--- config.mk ---
export PLATFORM = sky130hd
export DESIGN_NAME = pdm_cic_decimator
export DESIGN_NICKNAME = d
export VERILOG_FILES = /design/src/rtl/pdm_cic_decimator.sv
export SDC_FILE = /design/constraint.sdc
export NUM_CORES = 1
export LEC_CHECK = 0
export ABC_AREA = 1
export CORE_MARGIN = 1
export CORE_UTILIZATION = 40
export CTS_BUF_LIST = sky130_fd_sc_hd__clkbuf_4 sky130_fd_sc_hd__clkbuf_8
export DETAILED_ROUTE_END_ITERATION = 12
export RECOVER_POWER = 50
export SLEW_MARGIN = 5
export SYNTH_ARGS = -nofsm -noshare
export SYNTH_HDL_FRONTEND = slang
export SYNTH_SLANG_ARGS = --single-unit
--- constraint.sdc ---
create_clock -name clk_in -period 7.5 [get_ports clk_in]
set_input_delay 1.5 -clock clk_in [delete_from_list [all_inputs] [get_ports clk_in]]
set_output_delay 1.5 -clock clk_in [all_outputs]
set_load 0.03 [all_outputs]
--- src/rtl/pdm_cic_decimator.sv ---
// PDM microphone front end: mic clock generation, bit capture, N-stage CIC decimation,
// saturation to OUT_WIDTH signed PCM and 3-bit volume scaling.
module pdm_cic_decimator #(
    parameter int CLK_DIV   = 32,
    parameter int ORDER     = 4,
    parameter int DEC_LOG2  = 8,
    parameter int OUT_WIDTH = 16
) (
    input  logic                 clk_in,
    input  logic                 rst_in,
    input  logic                 en_in,
    input  logic [2:0]           vol_in,
    input  logic                 mic_data_in,
    output logic                 mic_clk_out,
    output logic                 pdm_tick_out,
    output logic                 sample_valid_out,
    output logic [OUT_WIDTH-1:0] sample_out,
    output logic                 clip_out
);

    localparam int W     = ORDER * DEC_LOG2 + 2;
    localparam int SHIFT = ORDER * DEC_LOG2 + 1 - OUT_WIDTH;
    localparam int DIV_W = $clog2(CLK_DIV);
    localparam int SET_W = $clog2(ORDER + 1);

    localparam logic signed [W-1:0] SMAX = {{(W-OUT_WIDTH+1){1'b0}}, {(OUT_WIDTH-1){1'b1}}};
    localparam logic signed [W-1:0] SMIN = {{(W-OUT_WIDTH+1){1'b1}}, {(OUT_WIDTH-1){1'b0}}};

    logic                 w_clr;
    logic [DIV_W-1:0]     r_div;
    logic                 r_mic_clk;
    logic                 r_mic_clk_d;
    logic                 w_tick;
    logic signed [1:0]    r_bit;
    logic                 r_upd;
    logic [DEC_LOG2-1:0]  r_tcnt;
    logic                 r_dec;
    logic [SET_W-1:0]     r_settle;
    logic signed [W-1:0]  r_int [ORDER];
    logic signed [W-1:0]  r_dly [ORDER];
    logic signed [W-1:0]  w_din [ORDER];
    logic signed [W-1:0]  w_c;
    logic signed [W-1:0]  w_s;
    logic signed [OUT_WIDTH-1:0] w_sat;
    logic signed [OUT_WIDTH-1:0] w_vol;
    logic                 w_clip;
    logic [2:0]           w_sh;

    assign w_clr        = rst_in | ~en_in;
    assign w_tick       = r_mic_clk & ~r_mic_clk_d;
    assign mic_clk_out  = r_mic_clk;
    assign pdm_tick_out = w_tick;

    // Comb chain is evaluated combinationally on the strobe cycle so the scaled
    // sample can be registered in the same cycle (valid 3 cycles after the tick).
    always_comb begin
        logic signed [W-1:0] acc;
        acc = r_int[ORDER-1];
        for (int unsigned k = 0; k < ORDER; k++) begin
            w_din[k] = acc;
            acc      = acc - r_dly[k];
        end
        w_c    = acc;
        w_s    = w_c >>> SHIFT;
        w_clip = 1'b0;
        w_sat  = w_s[OUT_WIDTH-1:0];
        if (w_s > SMAX) begin
            w_sat  = SMAX[OUT_WIDTH-1:0];
            w_clip = 1'b1;
        end else if (w_s < SMIN) begin
            w_sat  = SMIN[OUT_WIDTH-1:0];
            w_clip = 1'b1;
        end
        w_sh  = 3'd7 - vol_in;
        w_vol = w_sat >>> w_sh;
    end

    always_ff @(posedge clk_in) begin
        if (w_clr) begin
            r_div            <= '0;
            r_mic_clk        <= 1'b0;
            r_mic_clk_d      <= 1'b0;
            r_bit            <= '0;
            r_upd            <= 1'b0;
            r_tcnt           <= '0;
            r_dec            <= 1'b0;
            r_settle         <= '0;
            sample_valid_out <= 1'b0;
            sample_out       <= '0;
            clip_out         <= 1'b0;
            for (int unsigned k = 0; k < ORDER; k++) begin
                r_int[k] <= '0;
                r_dly[k] <= '0;
            end
        end else begin
            r_div       <= (r_div == DIV_W'(CLK_DIV - 1)) ? '0 : r_div + 1'b1;
            r_mic_clk   <= (r_div < DIV_W'(CLK_DIV / 2));
            r_mic_clk_d <= r_mic_clk;

            r_upd <= w_tick;
            if (w_tick)
                r_bit <= mic_data_in ? 2'sd1 : -2'sd1;

            r_dec <= 1'b0;
            if (r_upd) begin
                // Integrators wrap in two's complement by design.
                r_int[0] <= r_int[0] + {{(W-2){r_bit[1]}}, r_bit};
                for (int unsigned k = 1; k < ORDER; k++)
                    r_int[k] <= r_int[k] + r_int[k-1];
                r_tcnt <= r_tcnt + 1'b1;
                r_dec  <= &r_tcnt;
            end

            sample_valid_out <= 1'b0;
            clip_out         <= 1'b0;
            if (r_dec) begin
                for (int unsigned k = 0; k < ORDER; k++)
                    r_dly[k] <= w_din[k];
                if (r_settle == SET_W'(ORDER)) begin
                    sample_valid_out <= 1'b1;
                    sample_out       <= w_vol;
                    clip_out         <= w_clip;
                end else begin
                    r_settle <= r_settle + 1'b1;
                end
            end
        end
    end

endmodule

==> run_results.csv <==
group,metric,value,unit
finish,antenna_cells,0,
detailed_routing,top_layer,"met4",
synthesis,synth_most_common_cell,"inv_1",
clock_network,cts_buffer_depth,3,
place,hpwl,39200,um
timing,holdWs,0.420,ns
pwr,cellLeakagePower,13.5,nW
setup_path,critPathRequiredTime,8.07,ns
synthesis,synthTopCellsByCount,"inv_1, nand2_1, a21oi_1",
global_route,antenna_found_initial,0,
place,placed_area,27100,um^2
setup_path,critPathMaxStageDelay,0.42,ns
clock_network,clkSinkCount,312,
place,dp_cells,4059,
detailed_routing,wl,53100,um
clock_network,clk_pin_slew,0.06,ns
clock_network,cts.htree.levels,2,
run_status,violations,"capacitance limit, slew limit",
setup_path,path_class,"register to register",
timing,fin_skew,0.0372,ns
finish,drive_gt1_share,16.3,%
timing,maxSlewHeadroom,-169,%
pwr,p_clk_share,14.5,%
detailed_routing,drtIter0Drc,805,
synthesis,seq_area_frac_synth,37.0,%
synthesis,ys_seq_elements,312,
detailed_routing,routedWlPerCell,12.6,um
detailed_routing,drtPass1Iterations,5,
global_route,grt_pass1_vias,20000,
floorplan,start_util,40.8,%
timing,tightestPinTransition,4.04,ns
synthesis,yosysWarnings,0,
timing,rsz0062_at_grt,"yes",
global_route,grt_pass1_wl,90000,um
finish,syn_to_final_growth,20.7,%
finish,fin_area,29300,um^2
floorplan,die_y,248,um
place,gp_congestion,0.839,
timing,finalCriticalPeriod,7.47,ns
detailed_routing,wl_met1,24600,um
detailed_routing,met2_wirelength,25600,um
synthesis,syn_area,24200,um^2
finish,nNetsFinal,3674,
floorplan,fp.dieW,248,um
synthesis,avgSynthCellArea,7.90,um^2
floorplan,ios,27,
timing,maxSlewViolCount,273,
pwr,switching_power,5.09,mW
finish,num-fill-cells,5829,
setup_path,r2r_cells,57,
clock_network,hold_buffers,0,
floorplan,design.die.area,61600,um^2
setup_path,start_kind,"register",
detailed_routing,vias,20600,
pwr,vdd_drop_max,0.344,mV
timing,setup_tns,0,ns
pwr,p_int,6.11,mW
synthesis,synth_top_area_cell,"edfxtp_1",
min_path,hold_depth,1,
clock_network,cts_made_buffers,58,
setup_path,endpoint_kind,"register",
detailed_routing,antenna_left,0,
setup_path,arrival,8.03,ns
pwr,p_comb_share,67.7,%
flow_run,maxCapViolCount,5,
synthesis,synth.distinct_cells,52,
synthesis,synth_top_area_share,33.7,%
pwr,p_sw_share,45.4,%
global_route,grt_usage,17.5,%
synthesis,synth_edf_count,272,
timing,fin_crit_sh,99.6,%
timing,finalHoldViolCount,0,
finish,stdcell_count,4210,
clock_network,cts_root_buf,"clkbuf_8",
detailed_routing,dr_wl_met3,1460,um
finish,multi_input_area,13900,um^2
synthesis,synthFlopType,"edfxtp_1",
setup_path,cp_max_fo,8,
floorplan,core_area,59500,um^2
place,portBuffers,26,
setup_path,slowest_stage,"edfxtp_1",
pwr,seq_power_share,17.8,%
synthesis,async_flop_share,0,%
global_route,grt_max_degree,102,
detailed_routing,drc,0,
run_status,status,"finished with violations",
synthesis,netlist_top_cells_area,"edfxtp_1, ha_1, a21oi_1, inv_1, nand2_1",
synthesis,syn_nets,3350,
setup_path,crit_path_frequent_cell,"buf_4",
synthesis,synth_cells,3068,
finish,seq_area,8970,um^2
min_path,hold_path.class,"register to register",
detailed_routing,vias_per_cell,4.89,
floorplan,rows,89,
clock_network,worst_skew_pair.late_latency,0.67,ns
global_route,gr-total-overflow,0,
pwr,power.density,383,nW/um^2
timing,setup_viol,0,
clock_network,cts_tree,"yes",
timing,max_freq,0.134,GHz
[state kept, by name, summed over array words and instances (netlist names)]
name / cells
r_upd: 1
r_mic_clk_d: 1
sample_valid_out: 1
r_tcnt: 8
r_div: 5
r_int: 136
r_dec: 1
r_settle: 3
r_bit: 2
r_dly: 136
clip_out: 1
sample_out: 16
mic_clk_out: 1
[critical path: cells and delay by family, from the launching register on]
family	cells	cell delay [ns]
and+or+nand+nor	21	2.22
DFF	1	0.42
adders and majority gates	3	0.90
AOI/OAI and AO/OA	8	0.91
xor gates and xnor gates	1	0.13
buffers and inverters	24	2.77
[logic make-up after synthesis]
group           synth area share (%)
fa+ha+maj                       14.4
flops                           37.0
simple gates                    18.0
compound gates                  18.0
xor+xnor                        3.94
buf+inv                         8.59
[through the flow]
stage | setup WS [ns] | total power, mW | utilization [%]
after floorplan | 0.0870 | 6.42 | -
after global placement | -0.281 | 8.67 | 45.5
after detailed placement | -0.476 | 8.70 | 45.5
after CTS | -0.0112 | 10.8 | 48.4
after global routing | -0.568 | 12.3 | 49.2
final | 0.0332 | 11.2 | 49.2
[per-layer routing]
metal	GRT usage [%]	vias up
met2	31.4	193
met1	21.4	9161
met5	0	-
li1	-	11100
met3	2.32	94
met4	5.94	0
[area by class of cell]
cell class,count,share of cell area [%]
clock buffers,69,3.05
clock inverters,36,0.765
inverters,509,6.56
multi-input cells,2208,47.7
flip-flops and latches,312,30.7
well taps,773,3.31
repair buffers,303,8.01
[placed cells by master (no fill, tap or decap), drive strengths merged, types with 32 or more instances in the layout]
master,synthesis,layout
nor2,316,316
clkinv,0,33
buf,12,270
ha,268,268
xor2,94,94
o211ai,32,32
clkbuf,28,76
o21a,56,56
a21oi,416,416
nand2,515,515
nor3,38,38
inv,509,509
o21ai,195,195
dfxtp,40,40
edfxtp,272,272
nand3,125,126
[repair_timing]
item / CTS / global route
gates resized for setup: 78 / 109
pin swaps: 47 / 66
gates cloned: 1 / 0
setup buffers: 33 / 13
setup endpoints to repair: 17 / 17
[power groups by stage]
stage	sequential, mW	clock, mW	combinational [mW]
after floorplan	2.02	0	4.39
after global placement	2.03	0	6.65
after detailed placement	2.03	0	6.67
after CTS	1.99	1.68	7.16
after global routing	2.01	1.74	8.51
final	2.00	1.62	7.58
[worst paths after layout]
check                           slack [ns]                    endpoint                       from
worst max-delay path                  0.03  sample_out[3]$_SDFFE_PP0P_  r_dly[0][0]$_SDFFCE_PN0P_
worst min-delay path                  0.42            r_upd$_SDFF_PP0_     r_mic_clk_d$_SDFF_PP0_
worst max register to register        0.03  sample_out[3]$_SDFFE_PP0P_  r_dly[0][0]$_SDFFCE_PN0P_
worst min register to register        0.42            r_upd$_SDFF_PP0_     r_mic_clk_d$_SDFF_PP0_
No activity file was read; power rests on OpenSTA's default activity.
